File: src/rtl/click_record_buffer_pkg.sv
// click_record_buffer_pkg: shared widths, serialiser state encoding and frame builder
// for the click record buffer.
package click_record_buffer_pkg;
    localparam int REC_W   = 44;
    localparam int WORD_W  = 16;
    localparam int FRAME_W = 48;
    localparam int ENTRY_W = REC_W + 1;
    localparam logic [15:0] LOST_SAT = 16'hFFFF;

    typedef enum logic [1:0] {
        ST_IDLE = 2'd0,
        ST_W0   = 2'd1,
        ST_W1   = 2'd2,
        ST_W2   = 2'd3
    } state_t;

    // Stored entry is {lost_bit, record}; the frame pads it to three whole words.
    function automatic logic [FRAME_W-1:0] make_frame(input logic [ENTRY_W-1:0] entry);
        return {entry[ENTRY_W-1], 3'b000, entry[REC_W-1:0]};
    endfunction
endpackage

File: src/rtl/click_record_buffer_fifo.sv
// click_record_buffer_fifo: synchronous first-word-fall-through FIFO with occupancy level.
module click_record_buffer_fifo #(
    parameter int DEPTH_LOG2 = 4,
    parameter int W          = 45
) (
    input  logic                  i_clk,
    input  logic                  i_reset_n,
    input  logic                  i_wr_en,
    input  logic [W-1:0]          i_wr_data,
    input  logic                  i_rd_en,
    output logic [W-1:0]          o_rd_data,
    output logic                  o_full,
    output logic                  o_empty,
    output logic [DEPTH_LOG2:0]   o_level
);
    localparam logic [DEPTH_LOG2:0] DEPTH = {1'b1, {DEPTH_LOG2{1'b0}}};

    logic [W-1:0]        r_mem [2**DEPTH_LOG2];
    logic [DEPTH_LOG2:0] r_wr_cnt;
    logic [DEPTH_LOG2:0] r_rd_cnt;
    logic                w_wr;
    logic                w_rd;

    assign o_level   = r_wr_cnt - r_rd_cnt;
    assign o_full    = o_level == DEPTH;
    assign o_empty   = o_level == '0;
    assign w_wr      = i_wr_en && !o_full;
    assign w_rd      = i_rd_en && !o_empty;
    assign o_rd_data = r_mem[r_rd_cnt[DEPTH_LOG2-1:0]];

    always_ff @(posedge i_clk or negedge i_reset_n) begin
        if (!i_reset_n) begin
            r_wr_cnt <= '0;
            r_rd_cnt <= '0;
        end else begin
            r_wr_cnt <= r_wr_cnt + {{DEPTH_LOG2{1'b0}}, w_wr};
            r_rd_cnt <= r_rd_cnt + {{DEPTH_LOG2{1'b0}}, w_rd};
        end
    end

    always_ff @(posedge i_clk) begin
        if (w_wr) r_mem[r_wr_cnt[DEPTH_LOG2-1:0]] <= i_wr_data;
    end
endmodule

File: src/rtl/click_record_buffer.sv
// click_record_buffer: buffers 44-bit click records, counts overflow drops and
// serialises each record as three 16-bit words under a valid/ack handshake.
module click_record_buffer
    import click_record_buffer_pkg::*;
#(
    parameter int DEPTH_LOG2 = 4
) (
    input  logic                 i_clk,
    input  logic                 i_reset_n,
    input  logic [REC_W-1:0]     i_rec_data,
    input  logic                 i_rec_ready,
    output logic [WORD_W-1:0]    o_out_word,
    output logic                 o_out_valid,
    input  logic                 i_out_ack,
    output logic [DEPTH_LOG2:0]  o_fifo_level,
    output logic                 o_overflow,
    output logic [15:0]          o_lost_count
);
    state_t               r_state;
    state_t               w_state_nxt;
    logic [FRAME_W-1:0]   r_frame;
    logic [WORD_W-1:0]    r_out_word;
    logic                 r_overflow;
    logic                 r_lost_flag;
    logic [15:0]          r_lost_count;
    logic                 w_full;
    logic                 w_empty;
    logic                 w_wr;
    logic                 w_drop;
    logic                 w_pop;
    logic [ENTRY_W-1:0]   w_head;
    logic [FRAME_W-1:0]   w_new_frame;

    // Fullness is judged before any same-cycle pop, so a full FIFO always drops.
    assign w_wr        = i_rec_ready && !w_full;
    assign w_drop      = i_rec_ready && w_full;
    assign w_new_frame = make_frame(w_head);

    click_record_buffer_fifo #(
        .DEPTH_LOG2 (DEPTH_LOG2),
        .W          (ENTRY_W)
    ) u_fifo (
        .i_clk      (i_clk),
        .i_reset_n  (i_reset_n),
        .i_wr_en    (w_wr),
        .i_wr_data  ({r_lost_flag, i_rec_data}),
        .i_rd_en    (w_pop),
        .o_rd_data  (w_head),
        .o_full     (w_full),
        .o_empty    (w_empty),
        .o_level    (o_fifo_level)
    );

    always_comb begin
        w_state_nxt = r_state;
        w_pop       = 1'b0;
        case (r_state)
            ST_IDLE: begin
                w_pop       = !w_empty;
                w_state_nxt = w_empty ? ST_IDLE : ST_W0;
            end
            ST_W0: w_state_nxt = i_out_ack ? ST_W1 : ST_W0;
            ST_W1: w_state_nxt = i_out_ack ? ST_W2 : ST_W1;
            ST_W2: begin
                w_pop       = i_out_ack && !w_empty;
                w_state_nxt = !i_out_ack ? ST_W2 : (w_empty ? ST_IDLE : ST_W0);
            end
            default: w_state_nxt = ST_IDLE;
        endcase
    end

    always_ff @(posedge i_clk or negedge i_reset_n) begin
        if (!i_reset_n) begin
            r_state      <= ST_IDLE;
            r_frame      <= '0;
            r_out_word   <= '0;
            r_overflow   <= 1'b0;
            r_lost_flag  <= 1'b0;
            r_lost_count <= '0;
        end else begin
            r_state    <= w_state_nxt;
            r_overflow <= w_drop;
            if (w_pop) begin
                r_frame    <= w_new_frame;
                r_out_word <= w_new_frame[47:32];
            end else if (i_out_ack && r_state == ST_W0) begin
                r_out_word <= r_frame[31:16];
            end else if (i_out_ack && r_state == ST_W1) begin
                r_out_word <= r_frame[15:0];
            end
            if (w_drop) begin
                r_lost_flag <= 1'b1;
            end else if (w_wr) begin
                r_lost_flag <= 1'b0;
            end
            if (w_drop && r_lost_count != LOST_SAT) r_lost_count <= r_lost_count + 16'd1;
        end
    end

    assign o_out_valid  = r_state != ST_IDLE;
    assign o_out_word   = r_out_word;
    assign o_overflow   = r_overflow;
    assign o_lost_count = r_lost_count;
endmodule

File: config.mk
export PLATFORM = sky130hd
export DESIGN_NAME = click_record_buffer
export DESIGN_NICKNAME = d
export VERILOG_FILES = /design/src/rtl/click_record_buffer_pkg.sv /design/src/rtl/click_record_buffer_fifo.sv /design/src/rtl/click_record_buffer.sv
export SDC_FILE = /design/constraint.sdc
export NUM_CORES = 1
export LEC_CHECK = 0
export BUFFER_PORTS_ARGS = -buffer_cell sky130_fd_sc_hd__buf_2
export CORE_MARGIN = 3
export CORE_UTILIZATION = 50
export DETAILED_ROUTE_END_ITERATION = 16
export GPL_ROUTABILITY_DRIVEN = 0
export PLACE_DENSITY = 0.66
export REMOVE_ABC_BUFFERS = 1
export SETUP_SLACK_MARGIN = 0.5
export SYNTH_ARGS = -nofsm -noshare
export SYNTH_HDL_FRONTEND = slang
export SYNTH_SLANG_ARGS = --single-unit
File: constraint.sdc
create_clock -name i_clk -period 13.22 [get_ports i_clk]
set_input_delay 0.661 -clock i_clk [delete_from_list [all_inputs] [get_ports i_clk]]
set_output_delay 0.661 -clock i_clk [all_outputs]
set_load 0.05 [all_outputs]
# Word level (Yosys, flattened, before mapping)
# Memories as Yosys holds them, arrays and structs flattened.
# Cells that the tools add are included.
[word_totals]
reg_bits = 78
latch_bits = 0
mem_bits_rw = 720
romBits = 0
output_inout_bits = 39
wordCells = 46
memories = 1
[memory_table]
columns = ["memory", "words", "width", "rd", "rd_ports_with_merged_regs", "write_ports", "line_no", "text"]
rows = [
  ["u_fifo.r_mem", 16, 45, 1, 0, 1, "click_record_buffer_fifo.sv:18", "logic [W-1:0] r_mem [2**DEPTH_LOG2];"],
]
[classes]
add_sub_neg = 4
mul = 0
div_mod_pow = 0
magnitude_cmp = 0
n_eq_ne = 5
shift = 0
mux = 13
n_bitwise = 0
n_reduce_logical = 15
[op_table]
columns = ["cell", "count"]
rows = [
  ["$mux W16", 3],
  ["$add A16 B1 Y16 const B", 1],
  ["$ne A16 B16 Y1 const B", 1],
  ["$add A5 B1 Y5", 2],
  ["$logic_and A1 B1 Y1", 8],
  ["$pmux W2 S4", 1],
  ["$mux W1", 6],
  ["$eq A5 B5 Y1 const B", 1],
  ["$logic_not A5 Y1", 1],
  ["$sub A5 B5 Y5", 1],
  ["$eq A2 B2 Y1 const B", 2],
  ["$mux W2", 2],
  ["$reduce_bool A2 Y1", 2],
  ["$reduce_bool A3 Y1", 1],
  ["$eq A2 B1 Y1 const B", 1],
  ["$logic_not A1 Y1", 2],
  ["$logic_not A2 Y1", 1],
  ["$pmux W1 S2", 1],
]

# Logic depth before layout (Yosys ltp)
# Gate-level depths: netlist (run 1).
[logic_depth]
word_depth = 7
ltp_mapped = 14
ltp_nobuf = 12

# Cells and area by module
# From an unflattened synthesis (run 1), not the netlist that was laid out.
[unflattened]
cells_unflattened = 1448
hier_area_um2 = 30888.4
[by_module_without_submodules]
columns = ["module", "instances", "cells_per_inst", "area_each_um2", "seq_area_each_um2"]
rows = [
  ["click_record_buffer_fifo", 1, 1195, 27696.6, 21871.0],
  ["click_record_buffer", 1, 253, 3191.8, 1701.6],
]

# Worst setup path after synthesis (run 1)
# Ideal clock, no wire load.
[synth_path]
kind = "register to register"
start = "reg u_fifo.r_rd_cnt[2]"
end = "mem u_fifo.r_mem[0][0] (enable)"
arrival_time_ns = 6.961
t_required_ns = 12.660
path_slack_ns = 5.698
stages_incl_launch_ff = 10
path_buffers = 2
period_less_slack_ns = 7.522
cell_sequence = "dfrtp_1 > clkbuf_1 > buf_2 > inv_1 > ha_1 > xnor2_1 > nor3_1 > o21ai_1 > o211ai_1 > nor4_1"
[synth_between]
elab_chain_len = 7
[synth_rtl]
columns = ["item", "line_no", "text"]
rows = [
  ["start: declaration", "click_record_buffer_fifo.sv:20", "logic [DEPTH_LOG2:0] r_rd_cnt;"],
  ["start signal: assignment", "click_record_buffer_fifo.sv:37", "r_rd_cnt <= r_rd_cnt + {{DEPTH_LOG2{1'b0}}, w_rd};"],
  ["$sub A5 B5 Y5 (*)", "click_record_buffer_fifo.sv:24", "assign o_level = r_wr_cnt - r_rd_cnt;"],
  ["via o_fifo_level[2]", "click_record_buffer.sv:15", "output logic [DEPTH_LOG2:0] o_fifo_level,"],
  ["$eq A5 B5 Y1 (*)", "click_record_buffer_fifo.sv:25", "assign o_full = o_level == DEPTH;"],
  ["$logic_not A1 Y1 (*)", "click_record_buffer_fifo.sv:27, click_record_buffer.sv:35", ""],
  ["$logic_and A1 B1 Y1", "click_record_buffer.sv:35", "assign w_wr = i_rec_ready && !w_full;"],
  ["$logic_and A1 B1 Y1 (*)", "click_record_buffer_fifo.sv:27", "assign w_wr = i_wr_en && !o_full;"],
  ["$mux W1 (*)", "click_record_buffer_fifo.sv:42", "if (w_wr) r_mem[r_wr_cnt[DEPTH_LOG2-1:0]] <= i_wr_data;"],
  ["$mux W1 (implied by the code) (*)", "click_record_buffer_fifo.sv:42", ""],
  ["end: declaration", "click_record_buffer_fifo.sv:18", ""],
]
# The timed path passes the listed nets; every way through them passes the cells marked *.

# Final worst setup path (run 1)
[layout_path]
start = "reg u_fifo.r_rd_cnt[0]"
end = "mem u_fifo.r_mem[15][40] (enable)"
[layout_between]
elab_chain_len = 7
[layout_rtl]
columns = ["item", "line_no"]
rows = [
  ["$sub A5 B5 Y5 (*)", "click_record_buffer_fifo.sv:24"],
  ["$eq A5 B5 Y1 (*)", "click_record_buffer_fifo.sv:25"],
  ["$logic_not A1 Y1 (*)", "click_record_buffer_fifo.sv:27, click_record_buffer.sv:35"],
  ["$logic_and A1 B1 Y1", "click_record_buffer.sv:35"],
  ["$logic_and A1 B1 Y1 (*)", "click_record_buffer_fifo.sv:27"],
  ["$mux W1 (*)", "click_record_buffer_fifo.sv:42"],
  ["$mux W1 (implied by the code) (*)", "click_record_buffer_fifo.sv:42"],
]
# Every way passes the cells marked *; elsewhere a longest branch is shown, timed or not.

==> impl_metrics.toml, run 1 <==
[pwr]
switching_share_pct = 31.5
clockPowerShare_pct = 29.3
power.leakage_nw = 11.4
power_density_mw_per_mm2 = 228
intPower_mw = 5.44
vdd.ir_drop.worst_mv = 0.179
seqPwrFrac_pct = 42.0
power.total_mw = 7.95
switchingPower_mw = 2.51
combPwrFrac_pct = 28.7

[clocking]
cts_tree = "built"
cts_resized = 0
cts.clk_slew.worst_paths_ns = 0.06
clock_latency_ns = 0.61
cts_hold_buf = 0
cts_root_buf = "clkbuf_16"
cts_setup_buffers = 0
h-tree-depth = 3
cts_buffers = 81
cts_sinks = 798
cts_buffer_depth = 3

[critical_path]
required_ns = 13.48
rrSetupSlack_ns = 8.69
crit_top_cell = "buf_4"
path_buf_inv = 2
cpPeakStageDelay_ns = 0.80
reg2reg_from = "u_fifo.r_rd_cnt[0]$_DFF_PN0_"
rr_worst_depth = 9
start_kind = "register"
worst-path-stages = 9
cp_slowest_cell = "dfrtp_4"
criticalPathCategory = "register to register"
path_cells = "ha_1 > fa_1 > nand2b_1 > a21oi_1 > xor2_2 > o211ai_1 > buf_4 > nor2_4 > buf_4"
reg2reg_to = "u_fifo.r_mem[15][40]$_DFFE_PP_"
cpLargestDelayFamily = "simple AND/OR/NAND/NOR gates"
crit_fanout = 46
cp-end-kind = "register"
crit_arrival_ns = 4.79

[detailed_routing]
vias_per_cell = 6.16
avgRoutedWirePerCell_um = 27.4
drtAntennaViolNets = 0
drc_errors = 0
routed_wl_mm = 66.5
firstDrtPassIters = 7
first_iter_violations = 1544
vias = 15000

[placement]
portBuffers = 86
pre_cts_slack_ns = 8.68
dp.final_hpwl_mm = 35.0

[sta]
drv_slew = 0
fin_crit_ns = 4.53
relSlewSlack_pct = 20.0
skew_ns = 0.0154
finalCritPeriodShare_pct = 34.3
fmax_mhz = 221
finalSetupTns_ns = 0
finalSetupViolCount = 0
hold_violations = 0
fin_hold_ws_ns = 0.0590
worst_slew_pin_slew_ns = 1.20
fin_ws_ns = 8.69
rsz0062_at_grt = "false"

[yosys]
synth_warnings = 0
synth_seq_cells = 798
synthFlopType = "edfxtp_1"
syn_area_per_cell_um2 = 21.0
seq_area_frac_synth_pct = 77.0
async_flop_share_pct = 9.77
synthCells = 1455
synth_edf_count = 720
ys_types = 46
syn_area_mm2 = 0.0306

[global_route]
grt_overflow = 0
grt_pass1_wl_mm = 100
grt_max_degree = 106
track_usage_pct = 21.2
grt_pass1_vias = 15500
antenna_found_initial = 5

[floorplanning]
die_h_um = 253
die_x_um = 253
die_area_mm2 = 0.0643
core_mm2 = 0.0605
io_pins = 87
fp-row-count = 90
initial_core_util_pct = 50.6

[worst_hold_path]
hold_class = "input port to asynchronous set/reset pin"

[finish]
syn_to_final_growth_pct = 13.8
multi_input_area_mm2 = 0.00678
regArea_mm2 = 0.0236
nFillCells = 4321
final_util_pct = 57.6
drive_above_1_share_pct = 29.7
nets = 1646

[outcome]
outcome = "complete, no violations"

[run]
maxCapViolCount = 0
worst register-to-register path, delay by kind of cell (launching register included):
kind / cells / cell delay [ns]
AOI/OAI and AO/OA: 2 / 0.41
DFF: 1 / 0.80
and+or+nand+nor: 2 / 0.94
buffers and inverters: 2 / 0.78
adders and majority gates: 2 / 0.82
xor gates and xnor gates: 1 / 0.41
state kept, by name (all words and copies together) (netlist names):
name             count
o_overflow           1
o_lost_count        16
r_frame             32
u_fifo.r_rd_cnt      5
u_fifo.r_wr_cnt      5
r_state              2
o_out_word          16
r_lost_flag          1
u_fifo.r_mem       720
metal layers:
layer,part of all wire [%],vias up,track usage (%)
met4,1.9,4,5.62
li1,-,6314,-
met2,49,521,34.1
met1,43,8032,30.8
met5,0.047,-,0
met3,6.1,101,3.58
metrics by stage:
stage / instances / cell area (µm²)
6_report: 2432 / 34800
5_1_grt: 2432 / 34800
4_1_cts: 2431 / 34800
3_5_place_dp: 2282 / 32100
3_3_place_gp: 2282 / 32100
2_1_floorplan: 1378 / 30300
cells in the final DEF, fill, tap and decap left out, types with 5 or more instances in the layout:
cell type,instances
o22ai_1,65
edfxtp_1,720
mux4_2,180
clkbuf_8,9
o22a_1,13
ha_1,14
mux2i_1,13
nor3_1,5
buf_2,85
nor2_4,10
nor2_1,45
clkbuf_1,14
buf_4,36
inv_6,5
o221ai_1,13
clkinv_2,18
nand2_1,24
clkbuf_16,83
nand3_1,35
mux2_2,33
dfrtp_1,75
bufinv_16,10
nand4_1,9
a21oi_1,41
inv_1,13
clkinv_1,9
xor2_1,6
xnor2_1,16
cell usage after synthesis, types with 2 or more instances:
master / number / area share (%)
nor3_1: 9 / 0.15
nand3b_1: 2 / 0.049
nand4_1: 9 / 0.18
nand3_1: 35 / 0.57
nand2b_1: 2 / 0.041
ha_1: 14 / 0.57
and3_1: 3 / 0.061
o22ai_1: 65 / 1.3
mux4_2: 180 / 13
o22a_1: 13 / 0.37
edfxtp_1: 720 / 71
buf_1: 5 / 0.061
o221ai_1: 13 / 0.37
nor2_1: 55 / 0.67
xor2_1: 6 / 0.17
mux2_2: 33 / 1.2
nand2_1: 28 / 0.34
o211ai_1: 2 / 0.049
a21oi_1: 41 / 0.67
nor4_1: 6 / 0.12
o2111ai_1: 2 / 0.057
mux2i_1: 13 / 0.42
or2_2: 2 / 0.041
buf_4: 10 / 0.25
o21ai_1: 2 / 0.033
and4_1: 2 / 0.057
clkbuf_1: 42 / 0.51
buf_2: 19 / 0.31
dfrtp_1: 78 / 6.4
xnor2_1: 16 / 0.46
inv_1: 13 / 0.16
power by group through the flow:
stage               Combinational [mW]  Clock (mW)  Sequential [mW]
detailed placement                2.30           0             3.39
floorplan                         1.58           0             3.55
global route                      2.44        2.46             3.38
finish                            2.28        2.32             3.34
global placement                  2.26           0             3.38
CTS                               2.31        2.37             3.35
final cells by class:
| type | instances | share of cell area, % |
|---|---|---|
| diodes | 1 | 0.00718 |
| clock buffers | 106 | 6.47 |
| clock inverters | 43 | 1.36 |
| inverters | 13 | 0.140 |
| multi-input cells | 567 | 19.5 |
| flip-flops and latches | 798 | 67.7 |
| well taps | 782 | 2.81 |
| repair buffers | 122 | 2.05 |
kinds of logic after synthesis:
logic type,Yosys count,synth area share [%]
xor gates and xnor gates,23,0.682
AOI/OAI and AO/OA,144,3.05
buffers and inverters,90,1.33
adders and majority gates,15,0.637
DFF,798,77.0
muxes,227,14.9
and+or+nand+nor,158,2.43
how the worst max path moves through the flow:
| stage | endpoint | slack (ns) | start |
|---|---|---|---|
| final | u_fifo.r_mem[15][40]$_DFFE_PP_ | 8.69 | u_fifo.r_rd_cnt[0]$_DFF_PN0_ |
| after global routing | u_fifo.r_mem[15][28]$_DFFE_PP_ | 8.45 | u_fifo.r_rd_cnt[0]$_DFF_PN0_ |
| after CTS | u_fifo.r_mem[15][28]$_DFFE_PP_ | 8.65 | u_fifo.r_rd_cnt[0]$_DFF_PN0_ |
| after detailed placement | u_fifo.r_mem[15][38]$_DFFE_PP_ | 8.68 | u_fifo.r_rd_cnt[0]$_DFF_PN0_ |
| after global placement | u_fifo.r_mem[15][16]$_DFFE_PP_ | 8.72 | u_fifo.r_rd_cnt[0]$_DFF_PN0_ |
| after floorplan | u_fifo.r_mem[0][0]$_DFFE_PP_ | -0.55 | u_fifo.r_rd_cnt[0]$_DFF_PN0_ |
(Power assumes the default switching activity.)
==> inputs of run 2 (changes only) <==
==> constraint.sdc (replaced) <==
create_clock -name i_clk -period 4.6 [get_ports i_clk]
set_input_delay 0.23 -clock i_clk [delete_from_list [all_inputs] [get_ports i_clk]]
set_output_delay 0.23 -clock i_clk [all_outputs]
set_load 0.05 [all_outputs]
==> run 2 against run 1 <==
Combinational power rose to 3.0 times the previous value. Hold slack better by 0.073 ns. Wire length down 0.54%. Largest cell class unchanged.
==> impl_metrics.toml, run 2 (synthesis gave the netlist of run 1 again) <==
[outcome]
outcome = "complete, no violations"

[pwr]
power.leakage_nw = 11.6
power_density_mw_per_mm2 = 642
vdd.ir_drop.worst_mv = 0.656
power.total_mw = 22.8

[finish]
mostFrequentLayoutCell = "edfxtp_1"
most-common-layout-cells = "edfxtp_1, mux4_2, buf_2"
nets = 1695
largest_register_ffs = 720
drive_above_1_share_pct = 28.7
final_area_mm2 = 0.0354
syn_to_final_growth_pct = 15.7
antenna_cells = 0
nFillCells = 4236

[critical_path]
required_ns = 4.84
crit_fanout = 38
reg2reg_from = "u_fifo.r_wr_cnt[1]$_DFF_PN0_"
criticalPathCategory = "register to register"
crit_arrival_ns = 3.88
cp-end-kind = "register"
start_kind = "register"
rrSetupSlack_ns = 0.97
critPathLaunch = "u_fifo.r_wr_cnt[1]$_DFF_PN0_"

[detailed_routing]
drtAntennaViolNets = 0
vias_per_cell = 6.06
firstDrtPassIters = 7
routed_wl_mm = 66.2
drc_errors = 0
avgRoutedWirePerCell_um = 26.7
vias = 15000
first_iter_violations = 1540

[clocking]
cts_root_buf = "clkbuf_16"
cts_buffer_depth = 3
clock_latency_ns = 0.62
cts_buffers = 79
cts_tree = "built"
cts_setup_buffers = 0
cts_resized = 0
cts.clk_slew.worst_paths_ns = 0.06
h-tree-depth = 3
cts_sinks = 798

[sta]
drv_slew = 0
worst_slew_pin_slew_ns = 0.969
rsz0062_at_grt = "false"
finalCritPeriodShare_pct = 79.0
fin_crit_ns = 3.63
relSlewSlack_pct = 35.4
skew_ns = 0.0172
finalSetupViolCount = 0
hold_violations = 0
fin_hold_ws_ns = 0.132
fmax_mhz = 275

[run]
maxCapViolCount = 0

[global_route]
antenna_found_initial = 2
track_usage_pct = 21.1
grt_max_degree = 94
grt_overflow = 0
grt_pass1_vias = 15600
grt_pass1_wl_mm = 99.8

[floorplanning]
io_pins = 87
fp-row-count = 90
initial_core_util_pct = 50.6
die_area_mm2 = 0.0643
core_mm2 = 0.0605
die_x_um = 253
die_h_um = 253

[placement]
dp.final_hpwl_mm = 34.2
portBuffers = 86
place_area_mm2 = 0.0323

[worst_hold_path]
hold_class = "input port to asynchronous set/reset pin"
## run 2: cell count changes in the layout (fill, tap and decap cells not counted), sizes merged
cell | previous run | this run
diode | 1 | 0
clkinv | 27 | 26
dlygate4sd3 | 0 | 46
buf | 122 | 127
inv | 18 | 16
clkinvlp | 1 | 3
bufinv | 10 | 9
## run 2: what timing repair did
action | CTS | global route
endpoints found under the setup margin | 0 | 0
hold endpoints to repair | 741 | 0
hold buffers | 46 | 0
## run 2: path summary, 6_finish.rpt
path                                             endpoint  depth (start not counted)
setup / recovery           u_fifo.r_mem[12][29]$_DFFE_PP_                          9
hold / removal                    r_frame[15]$_DFFE_PN0N_                          2
setup reg to reg           u_fifo.r_mem[12][29]$_DFFE_PP_                          9
hold reg to reg               o_lost_count[9]$_DFFE_PN0P_                          1
max in group asynchronous         r_frame[12]$_DFFE_PN0N_                          3
min in group i_clk             o_out_word[15]$_DFFE_PN0P_                          5
## run 2: area by class of cell
cell class	count	area (µm²)	area share, %
multi-input cells	567	6780	19.1
well taps	782	978	2.76
flip-flops and latches	798	23600	66.5
clock inverters	41	493	1.39
inverters	13	48.8	0.138
repair buffers	173	1400	3.95
clock buffers	106	2150	6.07
## run 2: metal layers
metal | wire length (µm) | global-route usage, % | share of wire (%)
met1 | 28900 | 31.2 | 44
met2 | 32100 | 33.7 | 48
met3 | 4050 | 3.11 | 6.1
met4 | 1090 | 5.29 | 1.6
met5 | 26 | 0 | 0.039
## run 2: through the flow
step / worst slack [ns] / std cells / util [%] / TNS [ns]
after floorplan: -9.17 / 1378 / - / -5739.30
after global placement: 0.988 / 2287 / 53.5 / 0
after detailed placement: 0.999 / 2287 / 53.5 / 0
after CTS: 0.939 / 2480 / 58.6 / 0
after global routing: 0.633 / 2480 / 58.6 / 0
final: 0.967 / 2480 / 58.6 / 0
## run 2: power by group
group | total, mW | switching (mW) | internal, mW
Sequential | 9.35 | 0.418 | 8.93
Clock | 6.52 | 2.69 | 3.82
Combinational | 6.91 | 4.12 | 2.79
## run 2: worst max-delay path, stage by stage, from the launching register on
cell and delay [ns]:
dfrtp_1 0.68, inv_1 0.18, fa_1 0.46, nand2b_1 0.16, a21oi_1 0.20, xor2_2 0.41
o211ai_1 0.17, buf_4 0.23, nor3_2 0.15, buf_4 0.60
